==> src/rtl/pipe_ctrl_pkg.sv <==
// ============================================================================
// Module      : pipe_ctrl_pkg
// Description : Shared types and constants for the pipeline stall/flush
//               sequencer: stall-source priority encoding, default exception
//               vector and divider state encoding.
// Revision    : 1.0 - initial release
// ============================================================================
`default_nettype none

package pipe_ctrl_pkg;

    localparam logic [31:0] c_EXC_VECTOR_DEFAULT = 32'hBFC00380;
    localparam int unsigned c_DIV_CYCLES_DEFAULT = 32;
    localparam int unsigned c_DIV_CNT_W          = 8;

    typedef enum logic [1:0] {
        DIV_IDLE = 2'd0,
        DIV_BUSY = 2'd1,
        DIV_DONE = 2'd2
    } div_state_t;

    // Higher encoding = higher priority.
    typedef enum logic [2:0] {
        SRC_NONE = 3'd0,
        SRC_FWD  = 3'd1,
        SRC_DIV  = 3'd2,
        SRC_MEM  = 3'd3,
        SRC_EXC  = 3'd4
    } stall_src_t;

    // Picks the single stall source that shapes the pipeline controls.
    function automatic stall_src_t stall_src_sel(
        input logic exc,
        input logic mem_wait,
        input logic div_stall,
        input logic fwd
    );
        if (exc)       return SRC_EXC;
        if (mem_wait)  return SRC_MEM;
        if (div_stall) return SRC_DIV;
        if (fwd)       return SRC_FWD;
        return SRC_NONE;
    endfunction

endpackage

`default_nettype wire

==> src/rtl/pipe_ctrl_if.sv <==
// ============================================================================
// Module      : pipe_ctrl_if
// Description : Hazard inputs and stage controls between the pipeline and
//               the stall/flush sequencer. Performance counter signals exist
//               only when PIPE_CTRL_PERF_EN is defined.
// Revision    : 1.0 - initial release
// ============================================================================
`default_nettype none

interface pipe_ctrl_if;

    logic        stall_fwd;
    logic        ex_div;
    logic        mm_mem_req;
    logic        mm_mem_ack;
    logic        mm_exc;

    logic        en_pc;
    logic        en_id;
    logic        en_ex;
    logic        en_mm;
    logic        en_wb;
    logic        flush_id;
    logic        flush_ex;
    logic        flush_mm;
    logic        flush_wb;
    logic        div_busy;
    logic        div_done;
    logic        pc_redirect;
    logic [31:0] redirect_addr;
`ifdef PIPE_CTRL_PERF_EN
    logic [31:0] perf_stall_cycles;
    logic [31:0] perf_flush_events;
`endif

    // Controller side.
    modport master (
`ifdef PIPE_CTRL_PERF_EN
        output perf_stall_cycles, perf_flush_events,
`endif
        input  stall_fwd, ex_div, mm_mem_req, mm_mem_ack, mm_exc,
        output en_pc, en_id, en_ex, en_mm, en_wb,
        output flush_id, flush_ex, flush_mm, flush_wb,
        output div_busy, div_done, pc_redirect, redirect_addr
    );

    // Pipeline side.
    modport slave (
`ifdef PIPE_CTRL_PERF_EN
        input  perf_stall_cycles, perf_flush_events,
`endif
        output stall_fwd, ex_div, mm_mem_req, mm_mem_ack, mm_exc,
        input  en_pc, en_id, en_ex, en_mm, en_wb,
        input  flush_id, flush_ex, flush_mm, flush_wb,
        input  div_busy, div_done, pc_redirect, redirect_addr
    );

endinterface

`default_nettype wire

==> src/rtl/pipe_ctrl_div_seq.sv <==
// ============================================================================
// Module      : pipe_ctrl_div_seq
// Description : Divider sequencer. Counts the EX-stage divide, stalls the
//               front of the pipe until the result is ready and holds DONE
//               until EX actually advances so a divide never restarts.
// Revision    : 1.0 - initial release
// ============================================================================
`default_nettype none

module pipe_ctrl_div_seq
    import pipe_ctrl_pkg::*;
#(
    parameter int unsigned DIV_CYCLES = c_DIV_CYCLES_DEFAULT
) (
    input  wire logic clk,
    input  wire logic rst,
    input  wire logic i_ex_div,
    input  wire logic i_mm_exc,
    input  wire logic i_ex_adv,
    output logic      o_div_stall,
    output logic      o_div_busy,
    output logic      o_div_done
);

    localparam logic [c_DIV_CNT_W-1:0] c_CNT_LOAD = c_DIV_CNT_W'(DIV_CYCLES - 1);

    div_state_t               r_state;
    div_state_t               w_state_nxt;
    logic [c_DIV_CNT_W-1:0]   r_cnt;
    logic [c_DIV_CNT_W-1:0]   w_cnt_nxt;

    // Outputs decode from the registered state only, so the EX enable fed
    // back through i_ex_adv never loops into the stall it depends on.
    assign o_div_busy  = (r_state == DIV_BUSY);
    assign o_div_done  = (r_state == DIV_DONE);
    assign o_div_stall = o_div_busy | ((r_state == DIV_IDLE) & i_ex_div & ~i_mm_exc);

    // State and counter registers.
    always_ff @(posedge clk or posedge rst) begin
        if (rst) begin
            r_state <= DIV_IDLE;
            r_cnt   <= '0;
        end else begin
            r_state <= w_state_nxt;
            r_cnt   <= w_cnt_nxt;
        end
    end

    // Next-state: the start cycle counts as the first stall cycle, so BUSY
    // lasts DIV_CYCLES-1 cycles; an exception aborts from any state.
    always_comb begin
        w_state_nxt = r_state;
        w_cnt_nxt   = r_cnt;
        case (r_state)
            DIV_IDLE: begin
                if (i_ex_div) begin
                    w_state_nxt = DIV_BUSY;
                    w_cnt_nxt   = c_CNT_LOAD;
                end
            end
            DIV_BUSY: begin
                w_cnt_nxt = r_cnt - 1'b1;
                if (r_cnt == c_DIV_CNT_W'(1)) begin
                    w_state_nxt = DIV_DONE;
                end
            end
            DIV_DONE: begin
                if (i_ex_adv) begin
                    w_state_nxt = DIV_IDLE;
                end
            end
            default: begin
                w_state_nxt = DIV_IDLE;
            end
        endcase
        if (i_mm_exc) begin
            w_state_nxt = DIV_IDLE;
            w_cnt_nxt   = '0;
        end
    end

endmodule

`default_nettype wire

==> src/rtl/pipe_ctrl.sv <==
// ============================================================================
// Module      : pipe_ctrl
// Description : Central stall/flush sequencer for the 5-stage pipeline.
//               Merges exception, memory wait, divider and forwarding stalls
//               by priority into stage enables, bubble flushes and the PC
//               redirect. Optional counters: PIPE_CTRL_PERF_EN.
// Revision    : 1.0 - initial release
// ============================================================================
`default_nettype none

module pipe_ctrl
    import pipe_ctrl_pkg::*;
#(
    parameter int unsigned DIV_CYCLES = c_DIV_CYCLES_DEFAULT,
    parameter logic [31:0] EXC_VECTOR = c_EXC_VECTOR_DEFAULT
) (
    input  wire logic   clk,
    input  wire logic   rst,
    pipe_ctrl_if.master bus
);

    logic       w_mem_wait;
    logic       w_div_stall;
    logic       w_div_busy;
    logic       w_div_done;
    stall_src_t w_src;
    logic [4:0] w_en;       // {pc, id, ex, mm, wb}
    logic [3:0] w_flush;    // {id, ex, mm, wb}
    logic       w_redirect;

    // An ack in the same cycle as the request completes without stalling.
    assign w_mem_wait = bus.mm_mem_req & ~bus.mm_mem_ack;
    assign w_src      = stall_src_sel(bus.mm_exc, w_mem_wait, w_div_stall, bus.stall_fwd);

    pipe_ctrl_div_seq #(
        .DIV_CYCLES (DIV_CYCLES)
    ) u_div_seq (
        .clk         (clk),
        .rst         (rst),
        .i_ex_div    (bus.ex_div),
        .i_mm_exc    (bus.mm_exc),
        .i_ex_adv    (w_en[2]),
        .o_div_stall (w_div_stall),
        .o_div_busy  (w_div_busy),
        .o_div_done  (w_div_done)
    );

    // A stall from stage k holds stages up to k and bubbles stage k+1;
    // reset holds everything and fills every stage with bubbles.
    always_comb begin
        w_en       = 5'b11111;
        w_flush    = 4'b0000;
        w_redirect = 1'b0;
        if (rst) begin
            w_en    = 5'b00000;
            w_flush = 4'b1111;
        end else begin
            case (w_src)
                SRC_EXC: begin
                    w_flush    = 4'b1111;
                    w_redirect = 1'b1;
                end
                SRC_MEM: begin
                    w_en    = 5'b00001;
                    w_flush = 4'b0001;
                end
                SRC_DIV: begin
                    w_en    = 5'b00011;
                    w_flush = 4'b0010;
                end
                SRC_FWD: begin
                    w_en    = 5'b00111;
                    w_flush = 4'b0100;
                end
                default: begin
                    w_en    = 5'b11111;
                end
            endcase
        end
    end

    assign bus.en_pc         = w_en[4];
    assign bus.en_id         = w_en[3];
    assign bus.en_ex         = w_en[2];
    assign bus.en_mm         = w_en[1];
    assign bus.en_wb         = w_en[0];
    assign bus.flush_id      = w_flush[3];
    assign bus.flush_ex      = w_flush[2];
    assign bus.flush_mm      = w_flush[1];
    assign bus.flush_wb      = w_flush[0];
    assign bus.div_busy      = w_div_busy;
    assign bus.div_done      = w_div_done;
    assign bus.pc_redirect   = w_redirect;
    assign bus.redirect_addr = EXC_VECTOR;

`ifdef PIPE_CTRL_PERF_EN
    logic [31:0] r_perf_stall_cycles;
    logic [31:0] r_perf_flush_events;

    // Free-running event counters; wrap naturally at 2^32.
    always_ff @(posedge clk or posedge rst) begin
        if (rst) begin
            r_perf_stall_cycles <= '0;
            r_perf_flush_events <= '0;
        end else begin
            if (!w_en[4]) begin
                r_perf_stall_cycles <= r_perf_stall_cycles + 32'd1;
            end
            if (w_redirect) begin
                r_perf_flush_events <= r_perf_flush_events + 32'd1;
            end
        end
    end

    assign bus.perf_stall_cycles = r_perf_stall_cycles;
    assign bus.perf_flush_events = r_perf_flush_events;
`endif

endmodule

`default_nettype wire

==> src/flat_wrapper.sv <==
// flat-port wrapper written by rule: the top's interface ports become plain ports
module pipe_ctrl_flat import pipe_ctrl_pkg::*;
#(
    parameter int unsigned DIV_CYCLES = c_DIV_CYCLES_DEFAULT,
    parameter logic [31:0] EXC_VECTOR = c_EXC_VECTOR_DEFAULT
)
  (clk, rst, bus_stall_fwd, bus_ex_div, bus_mm_mem_req, bus_mm_mem_ack, bus_mm_exc, bus_en_pc, bus_en_id, bus_en_ex, bus_en_mm, bus_en_wb, bus_flush_id, bus_flush_ex, bus_flush_mm, bus_flush_wb, bus_div_busy, bus_div_done, bus_pc_redirect, bus_redirect_addr);
  pipe_ctrl_if bus_i ();
  input  wire logic clk;
  input  wire logic rst;
  input wire logic [$bits(bus_i.stall_fwd)-1:0] bus_stall_fwd;
  input wire logic [$bits(bus_i.ex_div)-1:0] bus_ex_div;
  input wire logic [$bits(bus_i.mm_mem_req)-1:0] bus_mm_mem_req;
  input wire logic [$bits(bus_i.mm_mem_ack)-1:0] bus_mm_mem_ack;
  input wire logic [$bits(bus_i.mm_exc)-1:0] bus_mm_exc;
  output wire logic [$bits(bus_i.en_pc)-1:0] bus_en_pc;
  output wire logic [$bits(bus_i.en_id)-1:0] bus_en_id;
  output wire logic [$bits(bus_i.en_ex)-1:0] bus_en_ex;
  output wire logic [$bits(bus_i.en_mm)-1:0] bus_en_mm;
  output wire logic [$bits(bus_i.en_wb)-1:0] bus_en_wb;
  output wire logic [$bits(bus_i.flush_id)-1:0] bus_flush_id;
  output wire logic [$bits(bus_i.flush_ex)-1:0] bus_flush_ex;
  output wire logic [$bits(bus_i.flush_mm)-1:0] bus_flush_mm;
  output wire logic [$bits(bus_i.flush_wb)-1:0] bus_flush_wb;
  output wire logic [$bits(bus_i.div_busy)-1:0] bus_div_busy;
  output wire logic [$bits(bus_i.div_done)-1:0] bus_div_done;
  output wire logic [$bits(bus_i.pc_redirect)-1:0] bus_pc_redirect;
  output wire logic [$bits(bus_i.redirect_addr)-1:0] bus_redirect_addr;
  assign bus_i.stall_fwd = bus_stall_fwd;
  assign bus_i.ex_div = bus_ex_div;
  assign bus_i.mm_mem_req = bus_mm_mem_req;
  assign bus_i.mm_mem_ack = bus_mm_mem_ack;
  assign bus_i.mm_exc = bus_mm_exc;
  assign bus_en_pc = bus_i.en_pc;
  assign bus_en_id = bus_i.en_id;
  assign bus_en_ex = bus_i.en_ex;
  assign bus_en_mm = bus_i.en_mm;
  assign bus_en_wb = bus_i.en_wb;
  assign bus_flush_id = bus_i.flush_id;
  assign bus_flush_ex = bus_i.flush_ex;
  assign bus_flush_mm = bus_i.flush_mm;
  assign bus_flush_wb = bus_i.flush_wb;
  assign bus_div_busy = bus_i.div_busy;
  assign bus_div_done = bus_i.div_done;
  assign bus_pc_redirect = bus_i.pc_redirect;
  assign bus_redirect_addr = bus_i.redirect_addr;
  pipe_ctrl #(.DIV_CYCLES(DIV_CYCLES), .EXC_VECTOR(EXC_VECTOR)) u_core (.clk(clk), .rst(rst), .bus(bus_i));
endmodule
==> config.mk <==
export PLATFORM = sky130hd
export DESIGN_NAME = pipe_ctrl_flat
export DESIGN_NICKNAME = d
export VERILOG_FILES = /design/src/rtl/pipe_ctrl_pkg.sv /design/src/rtl/pipe_ctrl_if.sv /design/src/rtl/pipe_ctrl_div_seq.sv /design/src/rtl/pipe_ctrl.sv /design/src/flat_wrapper.sv
export SDC_FILE = /design/constraint.sdc
export NUM_CORES = 1
export LEC_CHECK = 0
export ABC_AREA = 1
export CAP_MARGIN = 0
export CORE_MARGIN = 2
export CORE_UTILIZATION = 35
export CTS_BUF_LIST = sky130_fd_sc_hd__clkbuf_4 sky130_fd_sc_hd__clkbuf_8
export DETAILED_ROUTE_END_ITERATION = 16
export GPL_TIMING_DRIVEN = 0
export PLACE_DENSITY = 0.7
export SLEW_MARGIN = 10
export SYNTH_ARGS = -nofsm -noshare
export SYNTH_HDL_FRONTEND = slang
export SYNTH_SLANG_ARGS = --single-unit
export TNS_END_PERCENT = 5
==> constraint.sdc <==
create_clock -name clk -period 2.2 [get_ports clk]
set_clock_uncertainty 0.2 [all_clocks]
set_input_delay 0.44 -clock clk [delete_from_list [all_inputs] [get_ports clk]]
set_output_delay 0.44 -clock clk [all_outputs]
set_load 0.005 [all_outputs]
==> metrics.yaml <==
synth_top_cell_by_area: "dfrtp_1"
worstPathArrival_ns: 1.69
postLayoutSetupSlackWorst_ns: -0.133
ys_ff_latch: 10
grt_max_degree: 12
ys.warnings.count: 0
fin_crit_sh: 1.06
numPlacedInstances: 220
grt_antenna_before_repair: 0
path_buf_inv: 5
power.leakage_nw: 0.860
setup_viol_count_final: 2
pre_cts_slack_ns: -0.634
cts-root-buf: "clkbuf_4"
vias_per_cell: 4.14
avgSynthCellArea_um2: 6.69
die_y_um: 56.1
path_clk_slew_ns: 0.06
period_needed_ns: 2.33
fin_util: 0.590
crit_path_max_fanout: 2
io_pins: 51
cts_buffers: 3
power_mw: 1.16
crit_chain: "clkdlybuf4s50_1, inv_1, o21ai_1, nand2_1, nand2_1, inv_1, buf_4, dlygate4sd2_1"
cp-startpoint: "bus_stall_fwd"
critPathLaunchType: "input pin"
maxSlewViolCount: 0
fmax_mhz: 429
gp_congestion: 0.833
min_from: "u_core.u_div_seq.r_cnt[7]"
end_kind: "primary output"
coreArea_mm2: 0.00252
wl_per_cell_um: 10.2
dpl.hpwl_um: 1590
violations: "setup timing"
status: "finished, violations left"
p_seq_frac: 0.278
dr_total_vias: 989
synthCells: 142
die_width_um: 56.1
yosys.area.top_type_share: 0.264
critical-path-top-delay-family: "buffers and inverters"
pwr_density_cell_mw_per_mm2: 778
power_frac_clock: 0.108
yosysSeqAreaShare: 0.264
die-area_mm2: 0.00315
clk_path_buf_depth: 2
combPwrFrac: 0.614
min_path_type: "reg -> reg"
ff2ff_setup_slack_ns: -0.09
yosysUniqueCellTypes: 20
drcViolationCount: 0
setup_tns_ns: -0.232
grt-ovfl-total: 0
first_global_vias: 802
synthTopCellsByArea: "dfrtp_1 (26%), buf_4 (26%), nand2_1 (11%), o21ai_0 (6.9%), inv_1 (6.7%)"
cts_tree: "built"
grt_first_pass_wirelength_um: 3410
post_route_cells_drive_above_1_share: 0.340
diodes: 0
finalHoldViolations: 0
internal_power_mw: 0.653
htreeDepth: 1
switchingPower_mw: 0.506
portBuffers: 18
start_util: 0.376
area_growth_pct: 56.8
drtAntennaViolNets: 0
drt_iter0_markers: 24
maxCapViolCount: 0
cpPeakStageDelay_ns: 0.47
fin_cells: 239
r2r-start: "u_core.u_div_seq.r_state[1]"
path_class: "in -> out"
crit_required_ns: 1.56
sw_frac_of_total: 0.437
grtUsageTotal: 0.132
ir_drop_v: 0.000538
rsz0062_at_grt: "yes"
netlist_area_um2: 950
finalNetCount: 220
wl_um: 2430
clock_latency_ns: 0.27
cts.sinks: 10
num_rows: 18
dr.pass1.iters: 4
crit_slowest_cell: "clkdlybuf4s50_1"
## repair_timing
action,4_1_cts,5_1_grt
pin swaps,5,6
hold endpoints to repair,0,10
resized for setup,19,27
endpoints found under the setup margin,11,7
hold buffers,0,1
setup buffers,12,3
## placed cells by master (no fill, tap or decap), drive strengths merged
cell,instances
nor3,1
a21oi,6
o31ai,1
clkdlybuf4s15,2
ha,2
o21bai,1
nand3b,1
dfrtp,10
dlygate4sd3,1
nand3,6
nand4,1
nand2,29
buf,50
dlymetal6s2s,3
clkdlybuf4s50,7
o21ai,14
nor2,16
clkbuf,3
o21a,1
conb,32
inv,17
dlygate4sd2,4
clkinvlp,1
## cell families (layout without fill, tap and decap cells)
logic type,Yosys count,count (layout),share of synthesized area
fa+ha+maj,2,2,0.0263
compound gates,23,23,0.133
simple gates,54,54,0.237
buf+inv,51,88,0.332
flops,10,10,0.264
other cells,2,32,0.00791
## cell usage after synthesis (all sizes together)
library cell	count
nand3b	1
o21ai	14
nand2	29
o21a	1
dfrtp	10
nand4	1
buf	33
ha	2
a21oi	6
conb	2
nor3	1
o31ai	1
nor2	16
inv	18
nand3	6
o21bai	1
## registers in the layout (all words and copies together), names as in the netlist
| signal | cells |
|---|---|
| u_core.u_div_seq.r_cnt | 8 |
| u_core.u_div_seq.r_state | 2 |
## power groups by stage
stage                     registers (mW)  logic [mW]  clock network, mW
after detailed placement           0.315       0.546                  0
after CTS                          0.314       0.610              0.128
after global routing               0.331       0.783              0.141
after floorplan                    0.300       0.395                  0
after global placement             0.309       0.529                  0
final                              0.322       0.711              0.125
## per-stage QoR
stage               cell area, um^2  hold slack [ns]
finish                         1490            0.340
floorplan                      1060           0.0971
global route                   1490            0.379
detailed placement             1280            0.322
CTS                            1400           0.0854
global placement               1280            0.316
## final timing paths
path                       cells past startpoint                     endpoint
max                                            8                    bus_en_pc
min                                            2    u_core.u_div_seq.r_cnt[7]
max in group asynchronous                      3  u_core.u_div_seq.r_state[0]
max reg2reg                                   17  u_core.u_div_seq.r_state[1]
min reg2reg                                    2    u_core.u_div_seq.r_cnt[7]
min in group asynchronous                      3    u_core.u_div_seq.r_cnt[3]
## final cells by class
class,instances,area [um^2]
Clock buffer,3,22.5
Buffer,33,248
Sequential cell,10,253
Multi-Input combinational cell,111,536
Fill cell,227,1030
Timing Repair Buffer,34,322
Inverter,18,71.3
Tap cell,30,37.5
## metal layers
layer,GRT usage,vias up,wire length [um]
li1,-,521,-
met1,0.155,432,962
met2,0.240,34,1270
met3,0.0442,2,175
met4,0.0102,0,16
met5,0,-,0
## worst min-delay path, stage by stage (launching register included)
cell and delay (ns):
dfrtp_1 0.38, nand2_1 0.07, nand2_1 0.06
No activity file was read; power rests on OpenSTA's default activity.
